--- src/rtl/pe_mac.sv ---
// Signed multiply-accumulate processing element: result = sat(input1*input2 + initsum),
// registered with one cycle of latency and a flag marking clamped results.
module pe_mac #(
  parameter int unsigned IN_W  = 16,
  parameter int unsigned ACC_W = 31
) (
  input  logic             clk,
  input  logic             rst_n,
  input  logic [IN_W-1:0]  input1,
  input  logic [IN_W-1:0]  input2,
  input  logic [ACC_W-1:0] initsum,
  output logic [ACC_W-1:0] result,
  output logic             sat
);

  localparam int unsigned PROD_W = 2 * IN_W;
  // One guard bit above the wider addend so the sum can never wrap.
  localparam int unsigned SUM_W  = ((PROD_W > ACC_W) ? PROD_W : ACC_W) + 1;

  localparam logic [ACC_W-1:0] POS_SAT = {1'b0, {(ACC_W-1){1'b1}}};
  localparam logic [ACC_W-1:0] NEG_SAT = {1'b1, {(ACC_W-1){1'b0}}};
  localparam logic signed [SUM_W-1:0] MAX_V = SUM_W'($signed(POS_SAT));
  localparam logic signed [SUM_W-1:0] MIN_V = SUM_W'($signed(NEG_SAT));

  logic signed [PROD_W-1:0] prod_c;
  logic signed [SUM_W-1:0]  sum_c;
  logic [ACC_W-1:0]         result_c;
  logic                     sat_c;

  assign prod_c = $signed(input1) * $signed(input2);
  assign sum_c  = SUM_W'(prod_c) + SUM_W'($signed(initsum));

  // Clamp the exact sum into the signed ACC_W range.
  always_comb begin
    result_c = sum_c[ACC_W-1:0];
    sat_c    = 1'b0;
    if (sum_c > MAX_V) begin
      result_c = POS_SAT;
      sat_c    = 1'b1;
    end else if (sum_c < MIN_V) begin
      result_c = NEG_SAT;
      sat_c    = 1'b1;
    end
  end

  always_ff @(posedge clk or negedge rst_n) begin
    if (!rst_n) begin
      result <= '0;
      sat    <= 1'b0;
    end else begin
      result <= result_c;
      sat    <= sat_c;
    end
  end

endmodule

--- config.mk ---
export PLATFORM = sky130hd
export DESIGN_NAME = pe_mac
export DESIGN_NICKNAME = d
export VERILOG_FILES = /design/src/rtl/pe_mac.sv
export SDC_FILE = /design/constraint.sdc
export NUM_CORES = 1
export LEC_CHECK = 0
export CAP_MARGIN = 20
export CORE_MARGIN = 3
export CORE_UTILIZATION = 67
export CTS_CLUSTER_SIZE = 30
export DETAILED_ROUTE_END_ITERATION = 6
export PLACE_DENSITY = 0.95
export SKIP_CTS_REPAIR_TIMING = 1
export SYNTH_ARGS = -nofsm -noshare
export SYNTH_HDL_FRONTEND = slang
export SYNTH_SLANG_ARGS = --single-unit
export TNS_END_PERCENT = 30
--- constraint.sdc ---
create_clock -name clk -period 1.1 [get_ports clk]
set_input_delay 0.33 -clock clk [delete_from_list [all_inputs] [get_ports clk]]
set_output_delay 0.33 -clock clk [all_outputs]
set_load 0.02 [all_outputs]
==> results, run 1 <==
- Of the post-synthesis cell area, the dominant cell type holds 47.3%.
- The async set-or-reset flop fraction in the synthesized netlist is 100%.
- After the last repair the worst path ends at a register data pin.
- The total number of clock tree sinks is 32.
- The number of H-tree branching levels is 2.
- The first error in the log reads "[ERROR GRT-0232] Routing congestion too high. Check the congestion heatmap in the GUI".
- The number of different library cells in the post-synthesis netlist is 73.
- The number of input and output port buffers inserted is 96.
- The number of synthesized flops with an enable pin is 0.
- The number of synthesized register bits is 32.
- The longest clock path from root to sink contains 2 buffers.
- The maximum number of pins on one net before global-route repair is 33.
- Counting every net in the synthesized netlist gives 1,798.
- The clock root buffer master is clkbuf_16.
- For this configuration, the core starts out at a cell density of between 60% and 70%.
- In the synthesized netlist, the cells that appear most often are 358 x inv_1, 299 x fa_1, 144 x nand2_1.
- After synthesis, the cell types taking the most area are fa_1 47%, inv_1 11%, ha_1 9.9%.
- In this run the count of I/O pins placed on the die edge is between 90 and 100.
- The failing step is global routing (5_1_grt).
- When the last timing repair stopped, the worst path ended at result[15]$_DFF_PN0_/D.
- In this run the horizontal extent of the chip is 143 um.
- The most used flip-flop cell after synthesis is dfrtp_1.
- The vertical die dimension is 143 um.
- The number of warning messages in the yosys log is 0.
- Once detailed placement completed, the half-perimeter wirelength came to 34.7 mm.
- The global route total overflow is 165.
- Counting the buffers created by CTS gives 5.
- The overall fraction of global-route tracks in use is roughly 75%.
- In this run the mean area of a mapped cell was ~9.5 um2.
- The dominant cell by count in the synthesized netlist is inv_1.
- For this run, the register share of the synthesized area comes to under 10%.
- The run stopped with a tool error.
- The biggest area contributor in the post-synthesis netlist is fa_1.
- Synthesis handed over a netlist of roughly 1,300 instances.
- The routability-driven placement congestion ratio is 0.960.
- The synthesized cell area is 12,600 um2.
- OpenSTA, run right after detailed placement, puts the worst setup slack at -6.28 ns.
- The floorplan row count is slightly below 50.
-- cell families after synthesis --
kind of cell	Yosys count	synth area share (%)
AOI/OAI and AO/OA	133	8.27
xor gates and xnor gates	30	2.19
adders and majority gates	399	57.2
buffers and inverters	400	12.2
DFF	32	6.33
and+or+nand+nor	340	13.8
-- metal layers --
layer | overflow | track usage, %
met3 | 1 | 58.5
met2 | 80 | 92.9
met1 | 3 | 72.9
met5 | 0 | 14.4
met4 | 81 | 81.2
-- metrics by stage --
| stage | cell area [um2] | setup TNS (ns) | instances | hold WS [ns] |
|---|---|---|---|---|
| 4_1_cts | 15700 | -203.48 | 1828 | 0.425 |
| 3_3_place_gp | 15500 | -188.92 | 1820 | 0.712 |
| 3_5_place_dp | 15500 | -198.88 | 1820 | 0.716 |
| 2_1_floorplan | 12900 | -161.26 | 1334 | 0.0344 |
==> run 2: changes to the inputs <==
- CORE_UTILIZATION: 67 -> 40
- CTS_CLUSTER_SIZE: 30 -> not set
- PLACE_DENSITY: 0.95 -> not set
- PLACE_DENSITY_LB_ADDON: not set -> 0.15
==> results, run 2 <==
- The final-report hold violation count was 0.
- The async set-or-reset flop fraction in the synthesized netlist is between 90% and 100%.
- The first detailed-routing pass ran for 6 iterations.
- Counting I/O delays and the setup requirement, the final critical path takes between 6 and 7 ns.
- The average instance in the mapped netlist occupies 9.48 um2.
- In this run the biggest area consumer among cell types represents between 40% and 50% of the synthesized area.
- The count of cells in the finished layout, fillers not included, comes to approximately 2,000.
- In the synthesized netlist the dominant register cell turns out to be dfrtp_1.
- The HPWL after detailed placement is 27.8 mm.
- The register with the most flip-flops in the layout has 31 of them.
- STA classifies the critical path startpoint as an input port.
- The final reports fail on negative setup slack.
- The worst hold slack after final layout is roughly 0.42 ns.
- The routed wire length is around 33 mm.
- The top cell types in the final layout, fill and taps aside, are 336 x inv_1, 279 x fa_1, 190 x buf_4.
- After detailed routing, the average wire length per cell comes to approximately 16 um.
- The commonest cells after synthesis are 358 x inv_1, 299 x fa_1, 144 x nand2_1.
- Routability-driven placement finished with a final weighted congestion of 0.886.
- Including well taps, the total number of placed cells is a little under 2,000.
- The flow ran to the end, but the final reports show violations.
- Clock-pin slew was measured on the worst setup and hold paths at 0.05 ns.
- The area of the die is about 34,000 um2.
- Across the run, the number of max-cap violations was 0.
- The maximum fanout along the worst path is 7.
- The number of H-tree branching levels is 2.
- The largest register by flop count is result.
- The post-route netlist has approximately 27% of its cells at a drive strength greater than 1.
- On the worst path, the slowest cell contributes a delay of just over 0.6 ns.
- The maximum number of pins on one net before global-route repair is 33.
- The overall fraction of global-route tracks in use is between 10% and 20%.
- The total number of clock tree sinks is 32.
- Setup violations remaining at the end of the flow were counted as between 60 and 70.
- The number of nets in the synthesized netlist is 1,798.
- Sorting the synthesized cells by area gives the leading types as fa_1 47%, inv_1 11%, ha_1 9.9%.
- The initial antenna violation count was 0.
- The cell family contributing the most delay on the critical path is adder cells.
- The count of inserted antenna diode cells is 0.
- Of the synthesized area, sequential elements account for 6.33%.
- The number of different library cells in the post-synthesis netlist is 73.
- The first global-routing pass estimated between 50 and 60 mm of wire.
- During I/O placement, the number of pins put on the boundary was 97.
- For this run the aggregate overflow at the end of global routing stands at 0.
- The final layout net count is 2,112.
- The remaining number of nets flagged by the antenna check after routing is 0.
- The floorplan row count is between 60 and 70.
- The tree is rooted in a clkbuf_16.
- The first routing iteration left just over 400 violations.
- The dominant cell by count in the synthesized netlist is inv_1.
- The utilization of the core after routing is 54.5%.
- Input and output buffers added on the ports amount to 96.
- The clock passes through at most 2 buffers.
- At the pin with the least slew margin, the transition time is ~0.46 ns.
- The type of the worst min-delay path is in -> async.
- The number of clock buffers added by TritonCTS is 5.
- The number of max-slew violations in the final report is 0.
- The count of mapped cells out of synthesis is around 1,300.
- The routed layout has a little under 10,000 vias.
- The leading cell type in the layout, fill and taps excluded is inv_1.
- Fill cells in the final layout number about 2,800.
- The die is roughly 180 um wide.
- The critical path endpoint category is a flip-flop.
- The vias per cell is about 4.8.
- The initial core utilization is 40.9%.
- The remaining routing DRC violations is 0.
- The cell type with the highest aggregate area in the netlist is fa_1.
- After synthesis the cells add up to around 13,000 um2.
- The number of synthesized register bits is 32.
- The number of global-route vias before repair is around 11,000.
- STA puts the critical path data arrival time at between 6 and 7 ns.
- The placeable core region is 30,900 um2.
- The worst-case setup margin in the final layout is -5.24 ns.
- In this run, synthesis inferred 0 flip-flops with an integrated enable.
- The final worst-path cycle share is 576%.
- STA puts the critical path data required time at ~1.3 ns.
- The tightest slew margin relative to the limit is between 60% and 70%.
- For this run, the top clock speed supported by timing is 0.158 GHz.
- The largest registers in the layout are result: 31 flops, sat: 1 flops.
- The CTS tree is built.
- The floorplan step set the die height to between 150 and 200 um.
- Setup repair after global routing could not meet its margin everywhere.
- The worst setup path is of the in -> reg kind.
- The number of warning messages in the yosys log is 0.
- Compared with the post-synthesis result, the final layout area differs by 33.2%.
- On the critical path, the stage with the largest delay is an instance of fa_2.
- Together, buffers and inverters on the worst path number 9.
-- run 2: metal layers --
| metal | global-route usage, % | part of all wire [%] | wire (um) |
|---|---|---|---|
| met3 | 1.74 | 3.0 | 991 |
| met4 | 3.66 | 2.1 | 679 |
| met1 | 23.5 | 41 | 13500 |
| met5 | 0 | 0 | 0 |
| met2 | 38.0 | 54 | 17800 |
-- run 2: final cells by class --
type / instances / area (um2) / area share [%]
flip-flops and latches: 32 / 801 / 4.75
multi-input cells: 902 / 10800 / 64.1
clock inverters: 2 / 35.0 / 0.208
well taps: 396 / 495 / 2.94
clock buffers: 6 / 129 / 0.765
inverters: 359 / 1350 / 8.03
repair buffers: 348 / 3230 / 19.2
-- run 2: cell families after synthesis --
kind of cell | share of synthesized area, %
and+or+nand+nor | 13.8
AOI/OAI and AO/OA | 8.27
buffers and inverters | 12.2
adders and majority gates | 57.2
xor gates and xnor gates | 2.19
DFF | 6.33
-- run 2: path summary, 6_finish.rpt --
path | start | end | slack [ns] | depth (start not counted)
setup / recovery | input1[15] | result[27]$_DFF_PN0_ | -5.24 | 25
hold / removal | rst_n | result[7]$_DFF_PN0_ | 0.42 | 2
max in group asynchronous | rst_n | sat$_DFF_PN0_ | 0.51 | 2
min in group clk | initsum[0] | result[0]$_DFF_PN0_ | 1.03 | 4
-- run 2: metrics by stage --
stage	worst slack, ns	TNS, ns	cell area (um2)
finish	-5.24	-165.76	16900
global route	-5.43	-172.87	16900
CTS	-6.03	-203.09	15900
detailed placement	-6.31	-201.67	15800
global placement	-6.30	-201.71	15800
floorplan	-5.09	-161.26	12900
Power of run 2 is left out: the tool's default activity adds up to more than one toggle a clock period on the data nets, which glitch-free logic cannot reach.
==> run 3: changes to the inputs <==
- CTS_CLUSTER_DIAMETER: not set -> 120
==> results of run 3 <==
Final layout, timing and power as in run 2 (identical DEF).
Power of run 3 is left out for the same reason.
==> run 4: changes to the inputs <==
- CORE_UTILIZATION: 40 -> 50
==> results, run 4 (synthesis gave the netlist of run 2 again) <==
- Setup repair after global routing could not meet its margin everywhere.
- The average wire per cell in the routed design is 17.1 um.
- In the final layout, the registers with the most flip-flops are result: 31 flops, sat: 1 flops.
- From left edge to right edge, the die measures 165 um.
- The final worst-path cycle share is 582%.
- Dividing the detail-routed via count by the number of cells gives 5.13.
- For the finished layout, the period the worst path requires is between 6 and 7 ns.
- Buffers inserted during clock tree synthesis total 5.
- The worst setup timing slack at the placement stage is -6.38 ns.
- The number of detailed-routing iterations run before antenna repair is 5.
- The critical path's slowest cell is fa_2.
- The vertical die dimension is between 150 and 200 um.
- CTS saw 32 sinks.
- The overall fraction of global-route tracks in use is approximately a quarter.
- The placeable core region is approximately 25,000 um2.
- For the worst setup path, the data required time is between 1 and 1.5 ns.
- The wire length of the first global-routing pass is just over 50 mm.
- The number of buffers and inverters on the critical path is 12.
- The clock root buffer master is clkbuf_16.
- 0 antenna diodes ended up in the layout.
- The count of vias placed by the detailed router is roughly 10,000.
- The layout overhead on the synthesized area is 33.9%.
- The routed wire length is between 30 and 40 mm.
- In this run the number of H-tree levels came out at 2.
- The number of global-route vias before repair came to 10,900.
- The worst setup path is launched from an input port.
- Across all setup checks in the final design, the least slack found is -5.31 ns.
- The clock-pin slew of the registers on the worst-case setup and hold paths is roughly 0.05 ns.
- Among cell families on the critical path, the largest total delay comes from adder cells.
- In the layout the commonest cells are 325 x inv_1, 277 x fa_1, 194 x buf_4.
- The number of max-cap violations is 0.
- Summed over all nets, the half-perimeter wirelength after detailed placement is 27.3 mm.
- The floorplan row count is 57.
- For this run, the slowest stage of the critical path takes ~0.63 ns.
- The final layout net count is between 2,000 and 2,500.
- The number of input and output port buffers inserted is 96.
- The remaining number of nets flagged by the antenna check after routing is 0.
- The first routing iteration left about 470 violations.
- The number of flip-flops under the largest register name is 31.
- The leading cell type in the layout, fill and taps excluded is inv_1.
- The largest register by flop count is result.
- The final-layout setup total negative slack is -167.85 ns.
- For the pin with the worst max-slew slack, the measured transition is 0.498 ns.
- The run finished, with violations left.
- The critical path class is in -> reg.
- The data arrival at the endpoint of the critical path is 6.56 ns.
- The share of post-route cells with drive strength above 1 is 29.5%.
- The final-report hold violation count was 0.
- The routability-driven placement congestion ratio is around 0.9.
- The type of the worst min-delay path is in -> async.
- slightly below 100 I/O pins were placed.
- Derived from the worst setup path, the maximum achievable clock frequency is about 0.16 GHz.
- The global route total overflow is 0.
- The checks that failed: negative setup slack.
- Setup violations remaining at the end of the flow were counted as 63.
- The critical path endpoint category is a flip-flop.
- The most common cell type on the critical path is fa_1.
- Hold is met by 0.423 ns.
- The initial antenna violation count is 0.
- The CTS tree is built.
- In this run the worst path has a maximum fanout of 7.
- The remaining routing DRC violations is 0.
- The initial core utilization is around 51%.
- The maximum number of pins on one net before global-route repair is 33.
- The floorplan step defined a die boundary enclosing around 27,000 um2.
- The buffer depth of the longest clock path is 2.
- The number of max-slew violations in the final report is 0.
- The tightest slew margin relative to the limit is between 60% and 70%.
-- run 4: cell count changes in the layout (fill, tap and decap cells not counted), moves of 4 or more --
cell	delta
clkbuf_2	+7
dlymetal6s2s_1	-8
ha_4	+5
nor2_2	+4
buf_4	+4
buf_6	+4
o31ai_4	+4
inv_2	+10
inv_1	-11
ha_1	-6
-- run 4: final cells by class --
class                      instances  area (um2)
tap                              324         405
timing repair buffer             359        3290
multi-input combinational        902       10900
clock buffer                       7         153
inverter                         359        1360
sequential                        32         801
fill                            1924        7660
-- run 4: metal layers --
| metal | up-vias | wire length (um) | track usage, % |
|---|---|---|---|
| met1 | 5176 | 13000 | 29.6 |
| met2 | 288 | 18200 | 46.2 |
| met5 | - | 0 | 0 |
| li1 | 4619 | - | - |
| met3 | 91 | 1530 | 1.57 |
| met4 | 0 | 1140 | 7.62 |
-- run 4: path summary, 6_finish.rpt --
| check | startpoint | end | depth (start not counted) |
|---|---|---|---|
| min | rst_n | result[5]$_DFF_PN0_ | 2 |
| max | input1[15] | result[12]$_DFF_PN0_ | 28 |
| max in group asynchronous | rst_n | result[28]$_DFF_PN0_ | 2 |
| min in group clk | result[5]$_DFF_PN0_ | result[5] | 1 |
-- run 4: through the flow --
step	area (um2)	instances	util [%]
6_report	16900	1983	68.9
5_1_grt	16900	1983	68.9
4_1_cts	15800	1910	64.1
3_5_place_dp	15600	1903	63.5
3_3_place_gp	15600	1903	63.5
2_1_floorplan	12900	1334	-
Power of run 4 is left out for the same reason.
